==> src/rtl/master_fsm_if.sv <==
// master_fsm_if: producer-side byte stream plus the 4-phase req/ack link wires
// and status of the master_fsm initiator.
//   send_valid/send_data/send_ready : producer push handshake into the FIFO
//   req/data_out/ack                : 4-phase link towards the responder
//   busy/timeout_err/sent_count     : initiator status
// modport master : view of the initiator (master_fsm)
// modport slave  : view of the producer/responder side
interface master_fsm_if;
  logic       send_valid;
  logic [7:0] send_data;
  logic       send_ready;
  logic       req;
  logic [7:0] data_out;
  logic       ack;
  logic       busy;
  logic       timeout_err;
  logic [7:0] sent_count;

  modport master (
    input  send_valid, send_data, ack,
    output send_ready, req, data_out, busy, timeout_err, sent_count
  );

  modport slave (
    output send_valid, send_data, ack,
    input  send_ready, req, data_out, busy, timeout_err, sent_count
  );
endinterface

==> src/rtl/master_fsm.sv <==
// master_fsm: initiator of a 4-phase req/ack byte link.
// Bytes pushed by the local producer are queued in a DEPTH-entry FIFO and sent
// one per handshake: raise req with data, wait ack, drop req, wait ack low.
// A handshake whose ack does not arrive within TIMEOUT cycles of req high is
// abandoned (one-cycle timeout_err pulse) and the same byte is retried.
// Ports:
//   clk   : clock, all logic on posedge
//   rst_n : asynchronous active-low reset
//   link  : master_fsm_if.master (producer push, link wires, status)
module master_fsm #(
  parameter int DEPTH   = 4,
  parameter int TIMEOUT = 16
) (
  input  logic           clk,
  input  logic           rst_n,
  master_fsm_if.master   link
);

  localparam int AW = $clog2(DEPTH);
  localparam int TW = $clog2(TIMEOUT + 1);

  localparam logic [AW:0]   PTR_ONE = 1;
  localparam logic [TW-1:0] T_ONE   = 1;
  localparam logic [TW-1:0] T_MAX   = TW'(TIMEOUT);

  localparam logic [1:0] IDLE   = 2'd0;
  localparam logic [1:0] REQ_HI = 2'd1;
  localparam logic [1:0] ACK_LO = 2'd2;

  logic [1:0]    state;
  logic [TW-1:0] tcnt;

  // FIFO: pointers carry one extra wrap bit so full and empty are distinct.
  logic [7:0]  mem [DEPTH];
  logic [AW:0] wr_ptr, rd_ptr;
  logic        full, empty, push, pop;
  logic [7:0]  head;

  assign empty = (wr_ptr == rd_ptr);
  assign full  = (wr_ptr[AW] != rd_ptr[AW]) &&
                 (wr_ptr[AW-1:0] == rd_ptr[AW-1:0]);
  assign head  = mem[rd_ptr[AW-1:0]];

  assign push = link.send_valid && !full;
  // A byte leaves the FIFO only once the responder has accepted it; a timeout
  // leaves it at the head so the next handshake retries it.
  assign pop  = (state == REQ_HI) && link.ack;

  assign link.send_ready = !full;
  assign link.busy       = (state != IDLE) || !empty;

  // NOTE: storage has no reset; only the pointers define FIFO contents, so
  // clearing them empties the queue and the array can stay plain RAM.
  always_ff @(posedge clk) begin
    if (push) mem[wr_ptr[AW-1:0]] <= link.send_data;
  end

  // NOTE: sequential state uses non-blocking assignments so every flop samples
  // pre-edge values regardless of statement order.
  always_ff @(posedge clk or negedge rst_n) begin
    if (!rst_n) begin
      wr_ptr <= '0;
      rd_ptr <= '0;
    end else begin
      if (push) wr_ptr <= wr_ptr + PTR_ONE;
      if (pop)  rd_ptr <= rd_ptr + PTR_ONE;
    end
  end

  always_ff @(posedge clk or negedge rst_n) begin
    if (!rst_n) begin
      state            <= IDLE;
      tcnt             <= '0;
      link.req         <= 1'b0;
      link.data_out    <= 8'h00;
      link.timeout_err <= 1'b0;
      link.sent_count  <= 8'h00;
    end else begin
      link.timeout_err <= 1'b0;
      case (state)
        IDLE: begin
          // A stale ack from the previous handshake blocks the next request.
          if (!empty && !link.ack) begin
            state         <= REQ_HI;
            link.req      <= 1'b1;
            link.data_out <= head;
            tcnt          <= T_ONE;
          end
        end
        REQ_HI: begin
          // ack has priority over an expiring timeout on the same edge.
          if (link.ack) begin
            state           <= ACK_LO;
            link.req        <= 1'b0;
            link.sent_count <= link.sent_count + 8'd1;
          end else if (tcnt == T_MAX) begin
            state            <= ACK_LO;
            link.req         <= 1'b0;
            link.timeout_err <= 1'b1;
          end else begin
            tcnt <= tcnt + T_ONE;
          end
        end
        ACK_LO: begin
          if (!link.ack) state <= IDLE;
        end
        default: begin
          state    <= IDLE;
          link.req <= 1'b0;
        end
      endcase
    end
  end

endmodule

==> src/flat_wrapper.sv <==
// flat-port wrapper written by rule: the top's interface ports become plain ports
module master_fsm_flat 
#(
  parameter int DEPTH   = 4,
  parameter int TIMEOUT = 16
)
  (clk, rst_n, link_send_valid, link_send_data, link_ack, link_send_ready, link_req, link_data_out, link_busy, link_timeout_err, link_sent_count);
  master_fsm_if link_i ();
  input  logic clk;
  input  logic rst_n;
  input wire logic [$bits(link_i.send_valid)-1:0] link_send_valid;
  input wire logic [$bits(link_i.send_data)-1:0] link_send_data;
  input wire logic [$bits(link_i.ack)-1:0] link_ack;
  output wire logic [$bits(link_i.send_ready)-1:0] link_send_ready;
  output wire logic [$bits(link_i.req)-1:0] link_req;
  output wire logic [$bits(link_i.data_out)-1:0] link_data_out;
  output wire logic [$bits(link_i.busy)-1:0] link_busy;
  output wire logic [$bits(link_i.timeout_err)-1:0] link_timeout_err;
  output wire logic [$bits(link_i.sent_count)-1:0] link_sent_count;
  assign link_i.send_valid = link_send_valid;
  assign link_i.send_data = link_send_data;
  assign link_i.ack = link_ack;
  assign link_send_ready = link_i.send_ready;
  assign link_req = link_i.req;
  assign link_data_out = link_i.data_out;
  assign link_busy = link_i.busy;
  assign link_timeout_err = link_i.timeout_err;
  assign link_sent_count = link_i.sent_count;
  master_fsm #(.DEPTH(DEPTH), .TIMEOUT(TIMEOUT)) u_core (.clk(clk), .rst_n(rst_n), .link(link_i));
endmodule
==> config.mk <==
export PLATFORM = sky130hd
export DESIGN_NAME = master_fsm_flat
export DESIGN_NICKNAME = d
export VERILOG_FILES = /design/src/rtl/master_fsm_if.sv /design/src/rtl/master_fsm.sv /design/src/flat_wrapper.sv
export SDC_FILE = /design/constraint.sdc
export NUM_CORES = 1
export LEC_CHECK = 0
export CORE_MARGIN = 2
export CORE_UTILIZATION = 45
export DETAILED_ROUTE_END_ITERATION = 10
export PLACE_DENSITY = 0.75
export SLEW_MARGIN = 20
export SYNTH_ARGS = -nofsm -noshare
export SYNTH_HDL_FRONTEND = slang
export SYNTH_SLANG_ARGS = --single-unit
export TNS_END_PERCENT = 100
==> constraint.sdc <==
create_clock -name clk -period 3.9 [get_ports clk]
set_clock_uncertainty 0.1 [all_clocks]
set_input_delay 0.78 -clock clk [delete_from_list [all_inputs] [get_ports clk]]
set_output_delay 0.78 -clock clk [all_outputs]
set_load 0.01 [all_outputs]
==> out/qor.txt, run 1 <==
===============================================================================
Starting DRC count in detailed routing                                       76
Count of unique library cells instantiated by Yosys                          41
Worst-Skew Late Latency                                                 0.33 ns
Net count of the mapped netlist                                             194
Largest delay share family, worst path                               flip-flops
Capturing element type of the critical path                          output pin
Initial Utilization                                                       0.462
Placed inst area                                                       3120 µm²
Slowest-stage cell, CP                                                  dfrtp_1
Share of post-route cells with drive strength above 1                     0.180
Worst EP required                                                       3.02 ns
Filler-free cell count of the finished design                               292
Pre-antenna DRT Iters                                                         4
Final total negative setup slack                                           0 ns
Via count of the routed design                                            1,528
Crit path time final                                                    2.89 ns
Power density of the placed cells                                    763 nW/µm²
Post-Syn Instances                                                          174
Buffers & Inverters on Critical Path                                          1
Final Wtd Congestion                                                      0.789
Finish-stage setup viols                                                      0
Global-route track usage on met3                                         0.0363
Number of endpoints with negative hold slack in the final report              0
Met1 global-route usage                                                   0.196
Final hold slack                                                       0.369 ns
Number of max-slew violations in the final report                             0
Number of warnings reported in the yosys synthesis log                        0
Ordered list of cells on the worst path                            xnor2_2 -> nand4_1 -> clkdlybuf4s50_1
Count of input and output buffers                                            31
Post-detailed-route via-to-cell ratio                                      5.23
# IOs                                                                        32
Worst path arrival time                                                 2.01 ns
CTS Buf Count                                                                 9
Worst reg2reg path startpoint                                      u_core.rd_ptr[1]$_DFFE_PN0P_
Met2 layer usage reported by global route                                 0.229
Total Die Area                                                         6690 µm²
Mapped Avg Cell Area                                                   15.6 µm²
Delay contributed by the slowest stage of the critical path             0.57 ns
Post-route ant nets                                                           0
Highest ir drop seen on vdd                                          0.000340 V
Power after layout                                                      2.52 mW
Kind of path behind the tightest hold check                        register to register
Remaining design rule violation count                                         0
CORE AREA                                                              5890 µm²
Via count of the first global-routing pass                                1,445
Wire length per cell after detailed routing                             15.4 µm
Initial antenna violation count                                               0
Flop and latch count out of synthesis                                        63
Most congested layer reported by global routing                            met2
Sink Count                                                                   63
First-pass GRT wire length                                              7.13 mm
Routed Wire Length                                                      4.49 mm
Worst slew margin relative to its limit                                   0.486
Slew @ Worst Pin                                                       0.761 ns
Outcome                                                               completed
Critical path launch point type                                        register
Maximum fanout encountered on the critical timing path                       11
Post-route fraction of the period consumed by the critical path           0.741
Layout Area Growth over Synthesis                                         21.1%
Place WS                                                               0.901 ns
Post-route worst setup slack                                            1.01 ns
Largest net degree at the start of global routing                            32
Type of the worst setup path                                       register to output pin
Net count of the finished layout                                            232
Number of maximum-capacitance violations                                      0
Maximum operating frequency                                           0.346 GHz
Share of the yosys chip area belonging to registers                       0.638
Cell count after placement                                                  276
Critical path startpoint                                           u_core.rd_ptr[1]$_DFFE_PN0P_
Cell Rows                                                                    28
Cts-stage hold buffer count                                                   0
Clock tree root buffer cell                                            clkbuf_8
TritonCTS clock tree                                                       done
Sum of overflow across all layers after global routing                        0
Post-CTS resize count                                                         0
Buffers from clock root to sink, at most                                      2
Unrepaired setup endpoints after global routing                              no
Post-synthesis cell area                                               2720 µm²
X dimension of the die                                                  81.8 µm
Die Height                                                              81.8 µm
Core Util, Final                                                          0.560
Area of all placed cells without fillers                               3300 µm²
Gr usage total                                                            0.150
# diodes                                                                      0
Clock slew at reported path FFs                                         0.06 ns
HPWL after DPL                                                          3.12 mm
Number of H-tree levels                                                       3
Leakage                                                                 1.28 nW
Worst R2R Setup Slack                                                   1.64 ns
Start point of the worst hold path                                 u_core.link.sent_count[7]$_DFFE_PN0P_
Post-CTS Setup Repair Bufs                                                    0
===============================================================================
path summary, 6_finish.rpt:
path | to | depth (start not counted)
max | link_busy | 3
min | u_core.link.sent_count[7]$_DFFE_PN0P_ | 1
max reg2reg | u_core.mem[0][0]$_DFFE_PP_ | 3
min reg2reg | u_core.link.sent_count[7]$_DFFE_PN0P_ | 1
max in group asynchronous | u_core.link.data_out[7]$_DFFE_PN0P_ | 2
min in group asynchronous | u_core.tcnt[2]$_DFFE_PN0P_ | 2
logic make-up after synthesis:
family	Yosys count	synth area share
and+or+nand+nor	40	0.0809
muxes	20	0.116
AOI/OAI and AO/OA	14	0.0464
buffers and inverters	14	0.0239
xor gates and xnor gates	15	0.0579
adders and majority gates	8	0.0368
DFF	63	0.638
where the power goes:
part           internal, mW  switching, mW  total [mW]
Clock                 0.290          0.231       0.521
Combinational         0.495          0.402       0.897
Sequential            0.916          0.181        1.10
sequential cells by signal, indices dropped and copies added (netlist names):
register	count
u_core.mem	32
u_core.link.sent_count	8
u_core.state	2
u_core.link.data_out	8
u_core.wr_ptr	3
u_core.link.timeout_err	1
u_core.link.req	1
u_core.rd_ptr	3
u_core.tcnt	5
cells in the final DEF (no fill, tap or decap), types with 2 or more instances in the layout:
master	count
clkdlybuf4s50_1	31
mux2_2	9
nor3_1	5
dfrtp_1	31
nand3_1	4
nor3b_1	2
nor2_1	3
edfxtp_1	32
a31oi_1	2
and2_1	3
o22ai_1	2
o2bb2ai_1	3
clkbuf_8	9
xnor2_1	8
buf_4	3
xor2_1	5
mux4_2	7
clkbuf_1	2
ha_1	8
mux2i_1	3
clkinv_2	3
nand4_1	4
inv_1	7
nand2_1	11
layout make-up:
cell class	instances	area, µm²
Inverter	7	26.3
Clock buffer	11	131
Sequential cell	63	1740
Clock inverter	5	48.8
Tap cell	75	93.8
Timing Repair Buffer	34	333
Multi-Input combinational cell	97	926
Fill cell	466	2590
per-layer routing:
metal,vias up,wire (µm),share of wire
met5,-,0,0
met4,0,80,0.018
met3,6,132,0.029
met2,27,2310,0.51
met1,765,1970,0.44
li1,730,-,-
synth_stat cells:
| cell type | count | area (µm²) |
|---|---|---|
| or2_1 | 1 | 6.26 |
| o2bb2ai_1 | 3 | 26.3 |
| a31oi_1 | 2 | 12.5 |
| or3b_2 | 1 | 8.76 |
| xnor2_1 | 8 | 70.1 |
| nor2_1 | 3 | 11.3 |
| nor3b_1 | 2 | 15.0 |
| xor2_1 | 5 | 43.8 |
| nor3_1 | 5 | 25.0 |
| buf_6 | 1 | 11.3 |
| mux2_2 | 9 | 101 |
| nand3_1 | 4 | 20.0 |
| and3_1 | 1 | 6.26 |
| or4b_2 | 1 | 10.0 |
| buf_2 | 1 | 5.00 |
| xnor2_2 | 1 | 16.3 |
| nand4_1 | 4 | 25.0 |
| inv_1 | 7 | 26.3 |
| edfxtp_1 | 32 | 961 |
| a41o_1 | 1 | 10.0 |
| mux4_1 | 1 | 26.3 |
| mux4_2 | 7 | 158 |
| a21oi_1 | 1 | 5.00 |
| o31ai_1 | 1 | 7.51 |
| mux2i_1 | 3 | 30.0 |
| buf_4 | 1 | 7.51 |
| nand2b_1 | 1 | 6.26 |
| a311oi_4 | 1 | 26.3 |
| and3b_1 | 1 | 8.76 |
| a211o_2 | 1 | 10.0 |
| nor4bb_1 | 1 | 10.0 |
| clkbuf_1 | 4 | 15.0 |
| xnor2_4 | 1 | 27.5 |
| a22oi_1 | 1 | 7.51 |
| a22o_1 | 1 | 8.76 |
| and2_1 | 3 | 18.8 |
| nand3b_1 | 1 | 7.51 |
| o22ai_1 | 2 | 12.5 |
| ha_1 | 8 | 100 |
| dfrtp_1 | 31 | 776 |
| nand2_1 | 11 | 41.3 |
Note: power is estimated with default switching activity, not from simulation.
==> run 2: changes to the inputs <==
Clock period 3.9 ns to 2.9 ns, I/O delays scaled along.
==> run 2 against run 1 <==
  * Sequential share of layout area is 0.87 points lower
  * Critical path depth stayed put
  * Combinational power is 40% higher
  * Die area stayed put
  * Wire length is 1.4% higher
  * Final area is 1.7% higher
  * Sequential power is 33% higher
==> out/qor.txt, run 2 (synthesis gave the netlist of run 1 again) <==
==================================================================================
Worst-Skew Late Latency                                                    0.33 ns
Maximum operating frequency                                              0.397 GHz
Critical path launch point type                                           register
HPWL after DPL                                                             3.14 mm
Number of H-tree levels                                                          3
Global-route track usage on met3                                            0.0330
Commonest cells after routing, fill and taps aside                    edfxtp_1 (32), clkdlybuf4s50_1 (31), dfrtp_1 (31)
Worst path arrival time                                                    1.84 ns
Count of input and output buffers                                               31
Layout Area Growth over Synthesis                                            23.1%
First-pass GRT wire length                                                 7.54 mm
Worst R2R Setup Slack                                                      0.89 ns
Number of endpoints with negative hold slack in the final report                 0
Most congested layer reported by global routing                               met2
Met2 layer usage reported by global route                                    0.237
Remaining design rule violation count                                            0
Initial antenna violation count                                                  0
CTS Buf Count                                                                    9
Clock tree root buffer cell                                               clkbuf_8
Worst slew margin relative to its limit                                      0.706
Post-CTS resize count                                                            0
Sum of overflow across all layers after global routing                           0
Core Util, Final                                                             0.569
Placed inst area                                                          3140 µm²
Unrepaired setup endpoints after global routing                                 no
Clock share of power                                                         0.231
Capturing element type of the critical path                             output pin
Area of all placed cells without fillers                                  3350 µm²
Via count of the routed design                                               1,553
X dimension of the die                                                     81.8 µm
TritonCTS clock tree                                                          done
Combinational fraction of design power                                       0.356
Starting DRC count in detailed routing                                          86
Finish-stage setup viols                                                         0
Post-CTS Setup Repair Bufs                                                       0
Cts-stage hold buffer count                                                      0
Total Die Area                                                            6690 µm²
Gr usage total                                                               0.158
Number of max-slew violations in the final report                                0
Int Pwr                                                                    2.41 mW
Post-route fraction of the period consumed by the critical path              0.869
Largest net degree at the start of global routing                               32
Wire length per cell after detailed routing                                15.5 µm
Slew @ Worst Pin                                                          0.442 ns
Buffers from clock root to sink, at most                                         2
Maximum fanout encountered on the critical timing path                           6
Worst EP required                                                          2.22 ns
Power after layout                                                         3.53 mW
Net count of the finished layout                                               236
Via count of the first global-routing pass                                   1,567
CORE AREA                                                                 5890 µm²
Met1 global-route usage                                                      0.205
Initial Utilization                                                          0.462
Routed Wire Length                                                         4.56 mm
Cell count after placement                                                     280
Final hold slack                                                          0.366 ns
Pre-antenna DRT Iters                                                            4
Place WS                                                                  0.539 ns
Outcome                                                                  completed
Most common cell after layout, fill and taps aside                        edfxtp_1
Leakage                                                                    1.32 nW
Sequential cell fraction of total power                                      0.413
Crit path time final                                                       2.52 ns
Switching share of total power                                               0.316
Final Wtd Congestion                                                         0.726
Type of the worst setup path                                          register to output pin
Highest ir drop seen on vdd                                             0.000488 V
Cell Rows                                                                       28
Post-detailed-route via-to-cell ratio                                         5.26
Sink Count                                                                      63
Post-route ant nets                                                              0
Kind of path behind the tightest hold check                           register to register
Post-route worst setup slack                                              0.380 ns
Power density of the placed cells                                      1050 nW/µm²
Filler-free cell count of the finished design                                  295
# IOs                                                                           32
Sw Pwr                                                                     1.11 mW
Die Height                                                                 81.8 µm
Flip-flop count of the largest register, all copies and words added             32
Number of maximum-capacitance violations                                         0
Share of post-route cells with drive strength above 1                        0.195
# diodes                                                                         0
Clock slew at reported path FFs                                            0.06 ns
Final total negative setup slack                                              0 ns
==================================================================================
[run 2: path summary, 6_finish.rpt]
kind	end	depth (start not counted)	from
worst min-delay path	u_core.link.sent_count[7]$_DFFE_PN0P_	1	u_core.link.sent_count[7]$_DFFE_PN0P_
worst max-delay path	link_busy	3	u_core.wr_ptr[1]$_DFFE_PN0P_
worst max register to register	u_core.mem[0][2]$_DFFE_PP_	3	u_core.wr_ptr[1]$_DFFE_PN0P_
min in group asynchronous	u_core.tcnt[2]$_DFFE_PN0P_	2	rst_n
max in group asynchronous	u_core.wr_ptr[0]$_DFFE_PN0P_	2	rst_n
worst min register to register	u_core.link.sent_count[7]$_DFFE_PN0P_	1	u_core.link.sent_count[7]$_DFFE_PN0P_
[run 2: final cells by class]
cell class                 instances  area [µm²]
sequential                        63        1740
multi-input combinational         97         920
timing repair buffer              38         363
tap                               75        93.8
clock buffer                      11         141
clock inverter                     4        70.1
fill                             469        2530
inverter                           7        26.3
[run 2: worst max-delay path, stage by stage (launching register included)]
cell             delay [ns]
dfrtp_1                0.45
xnor2_2                0.38
nand4_1                0.16
clkdlybuf4s50_1        0.51
[run 2: layer usage]
metal / vias up / part of all wire
met5: - / 0
met4: 0 / 0.033
met3: 12 / 0.026
met2: 21 / 0.49
met1: 787 / 0.45
li1: 733 / -
[run 2: power groups by stage]
stage                     logic (mW)  registers, mW  clock network [mW]
after floorplan                0.844           1.44                   0
after detailed placement        1.26           1.48                   0
final                           1.26           1.46               0.815
after CTS                       1.27           1.46               0.828
after global placement          1.24           1.47                   0
after global routing            1.38           1.50               0.867
==> run 3: changes to the inputs <==
Settings changed: CORE_MARGIN 2 to default.
Clock period 2.9 ns to 3 ns, I/O delays scaled along.
==> run 3 against run 2 <==
  * Sequential power about the same
  * Critical path depth unchanged
  * Via count decreased by 0.64%
  * First-iteration DRC count decreased by 3.5%
  * Register-to-register slack got worse by 0.15 ns
  * Non-clock buffer count decreased by 2
  * Total power decreased by 3.4%
  * Die area decreased by 4.8%
  * Final area decreased by 0.22%
  * Global-route usage increased by 1.5 points
  * Critical endpoint unchanged
==> out/qor.txt, run 3 (synthesis gave the netlist of run 1 again) <==
==================================================================================
Highest ir drop seen on vdd                                             0.000516 V
Placed inst area                                                          3120 µm²
Area of all placed cells without fillers                                  3340 µm²
Outcome                                                                  completed
Ordered list of cells on the worst path                               xnor2_2 -> nand4_1 -> clkdlybuf4s50_1
Unrepaired setup endpoints after global routing                                 no
Worst slew margin relative to its limit                                      0.583
# IOs                                                                           32
Type of the worst setup path                                          register to output pin
Starting DRC count in detailed routing                                          83
Number of endpoints with negative hold slack in the final report                 0
Critical path startpoint                                              u_core.rd_ptr[1]$_DFFE_PN0P_
Delay contributed by the slowest stage of the critical path                0.57 ns
Sum of overflow across all layers after global routing                           0
Cts-stage hold buffer count                                                      0
Buffers & Inverters on Critical Path                                             1
Crit path time final                                                       2.73 ns
Sink Count                                                                      63
Clock tree root buffer cell                                               clkbuf_8
Most common cell after layout, fill and taps aside                        edfxtp_1
Wire length per cell after detailed routing                                15.6 µm
Number of max-slew violations in the final report                                0
Gr usage total                                                               0.173
Via count of the first global-routing pass                                   1,637
Cell Rows                                                                       27
Worst-Skew Late Latency                                                    0.33 ns
Buffers from clock root to sink, at most                                         2
Die Height                                                                 79.8 µm
X dimension of the die                                                     79.8 µm
Terminus of the critical flop-to-flop path                            u_core.mem[0][7]$_DFFE_PP_
Combinational fraction of design power                                       0.345
Leakage                                                                    1.31 nW
Clock slew at reported path FFs                                            0.07 ns
Int Pwr                                                                    2.32 mW
HPWL after DPL                                                             3.11 mm
Worst R2R Setup Slack                                                      0.74 ns
Clock share of power                                                         0.236
Post-detailed-route via-to-cell ratio                                         5.30
Critical path launch point type                                           register
Post-route fraction of the period consumed by the critical path              0.909
Power after layout                                                         3.41 mW
Share of post-route cells with drive strength above 1                        0.192
Initial antenna violation count                                                  0
Number of H-tree levels                                                          3
Final total negative setup slack                                              0 ns
Sw Pwr                                                                     1.08 mW
Total Die Area                                                            6360 µm²
Remaining design rule violation count                                            0
Worst reg2reg path startpoint                                         u_core.rd_ptr[1]$_DFFE_PN0P_
Kind of path behind the tightest hold check                           register to register
Via count of the routed design                                               1,543
Place WS                                                                  0.445 ns
# diodes                                                                         0
TritonCTS clock tree                                                          done
Sequential cell fraction of total power                                      0.419
Number of maximum-capacitance violations                                         0
CTS Buf Count                                                                    9
Final Wtd Congestion                                                         0.755
Finish-stage setup viols                                                         0
Slew @ Worst Pin                                                          0.625 ns
Post-CTS Setup Repair Bufs                                                       0
First-pass GRT wire length                                                 7.90 mm
CORE AREA                                                                 5680 µm²
Post-route ant nets                                                              0
Reg2Reg Depth                                                                    3
Largest delay share family, worst path                                  flip-flops
Flip-flop count of the largest register, all copies and words added             32
Switching share of total power                                               0.318
Net count of the finished layout                                               234
Maximum operating frequency                                              0.367 GHz
Post-route worst setup slack                                              0.273 ns
Area used by sequential logic in the layout                               1740 µm²
WP depth                                                                         3
Worst EP required                                                          2.30 ns
Routed Wire Length                                                         4.54 mm
Post-CTS resize count                                                            0
Power density of the placed cells                                      1020 nW/µm²
Count of input and output buffers                                               31
Capturing element type of the critical path                             output pin
Layout Area Growth over Synthesis                                            22.9%
Pre-antenna DRT Iters                                                            4
Initial Utilization                                                          0.479
Area of the multi-input gates                                              920 µm²
Endpoint of the worst setup timing path                                  link_busy
Worst path arrival time                                                    2.03 ns
Commonest cells after routing, fill and taps aside                    edfxtp_1 (32), clkdlybuf4s50_1 (31), dfrtp_1 (31)
Maximum fanout encountered on the critical timing path                          11
Slowest-stage cell, CP                                                     dfrtp_1
Largest net degree at the start of global routing                               32
Filler Cells Inserted                                                          424
==================================================================================
run 3: changes by cell type in the layout (fill, tap and decap cells not counted), sizes merged:
cell | previous run | this run
buf | 7 | 5
clkinvlp | 0 | 1
run 3: routing by layer:
| metal | vias to the layer above | global-route usage | wire length (µm) |
|---|---|---|---|
| met5 | - | 0 | 0 |
| met4 | 0 | 0.102 | 83 |
| met3 | 7 | 0.0320 | 137 |
| met2 | 30 | 0.284 | 2340 |
| met1 | 776 | 0.213 | 1980 |
| li1 | 730 | - | - |
run 3: stage by stage:
stage                     hold WS, ns  utilization  instances
after global routing            0.415        0.589        291
after floorplan                 0.204            -        174
after global placement          0.357        0.550        275
after CTS                       0.392        0.589        291
final                           0.383        0.589        291
after detailed placement        0.383        0.550        275
run 3: power groups by stage:
stage	clock network, mW	registers (mW)	logic [mW]
floorplan	0	1.39	0.816
global placement	0	1.44	1.15
detailed placement	0	1.45	1.18
CTS	0.818	1.43	1.19
global route	0.855	1.47	1.30
finish	0.805	1.43	1.17
run 3: worst min-delay path by stage:
stage | start | endpoint | slack (ns) | cells after the start
after floorplan | rst_n | u_core.link.data_out[0]$_DFFE_PN0P_ | 0.20 | 0
after global placement | u_core.link.sent_count[7]$_DFFE_PN0P_ | u_core.link.sent_count[7]$_DFFE_PN0P_ | 0.36 | 1
after detailed placement | u_core.link.sent_count[7]$_DFFE_PN0P_ | u_core.link.sent_count[7]$_DFFE_PN0P_ | 0.38 | 1
after CTS | u_core.link.sent_count[7]$_DFFE_PN0P_ | u_core.link.sent_count[7]$_DFFE_PN0P_ | 0.39 | 1
after global routing | u_core.link.sent_count[7]$_DFFE_PN0P_ | u_core.link.sent_count[7]$_DFFE_PN0P_ | 0.41 | 1
final | u_core.link.sent_count[7]$_DFFE_PN0P_ | u_core.link.sent_count[7]$_DFFE_PN0P_ | 0.38 | 1
run 3: area by class of cell:
cell class              count  area share
well taps                  72      0.0269
inverters                   7     0.00786
clock inverters             5      0.0243
repair buffers             36       0.104
flip-flops and latches     63       0.519
clock buffers              11      0.0423
multi-input cells          97       0.275
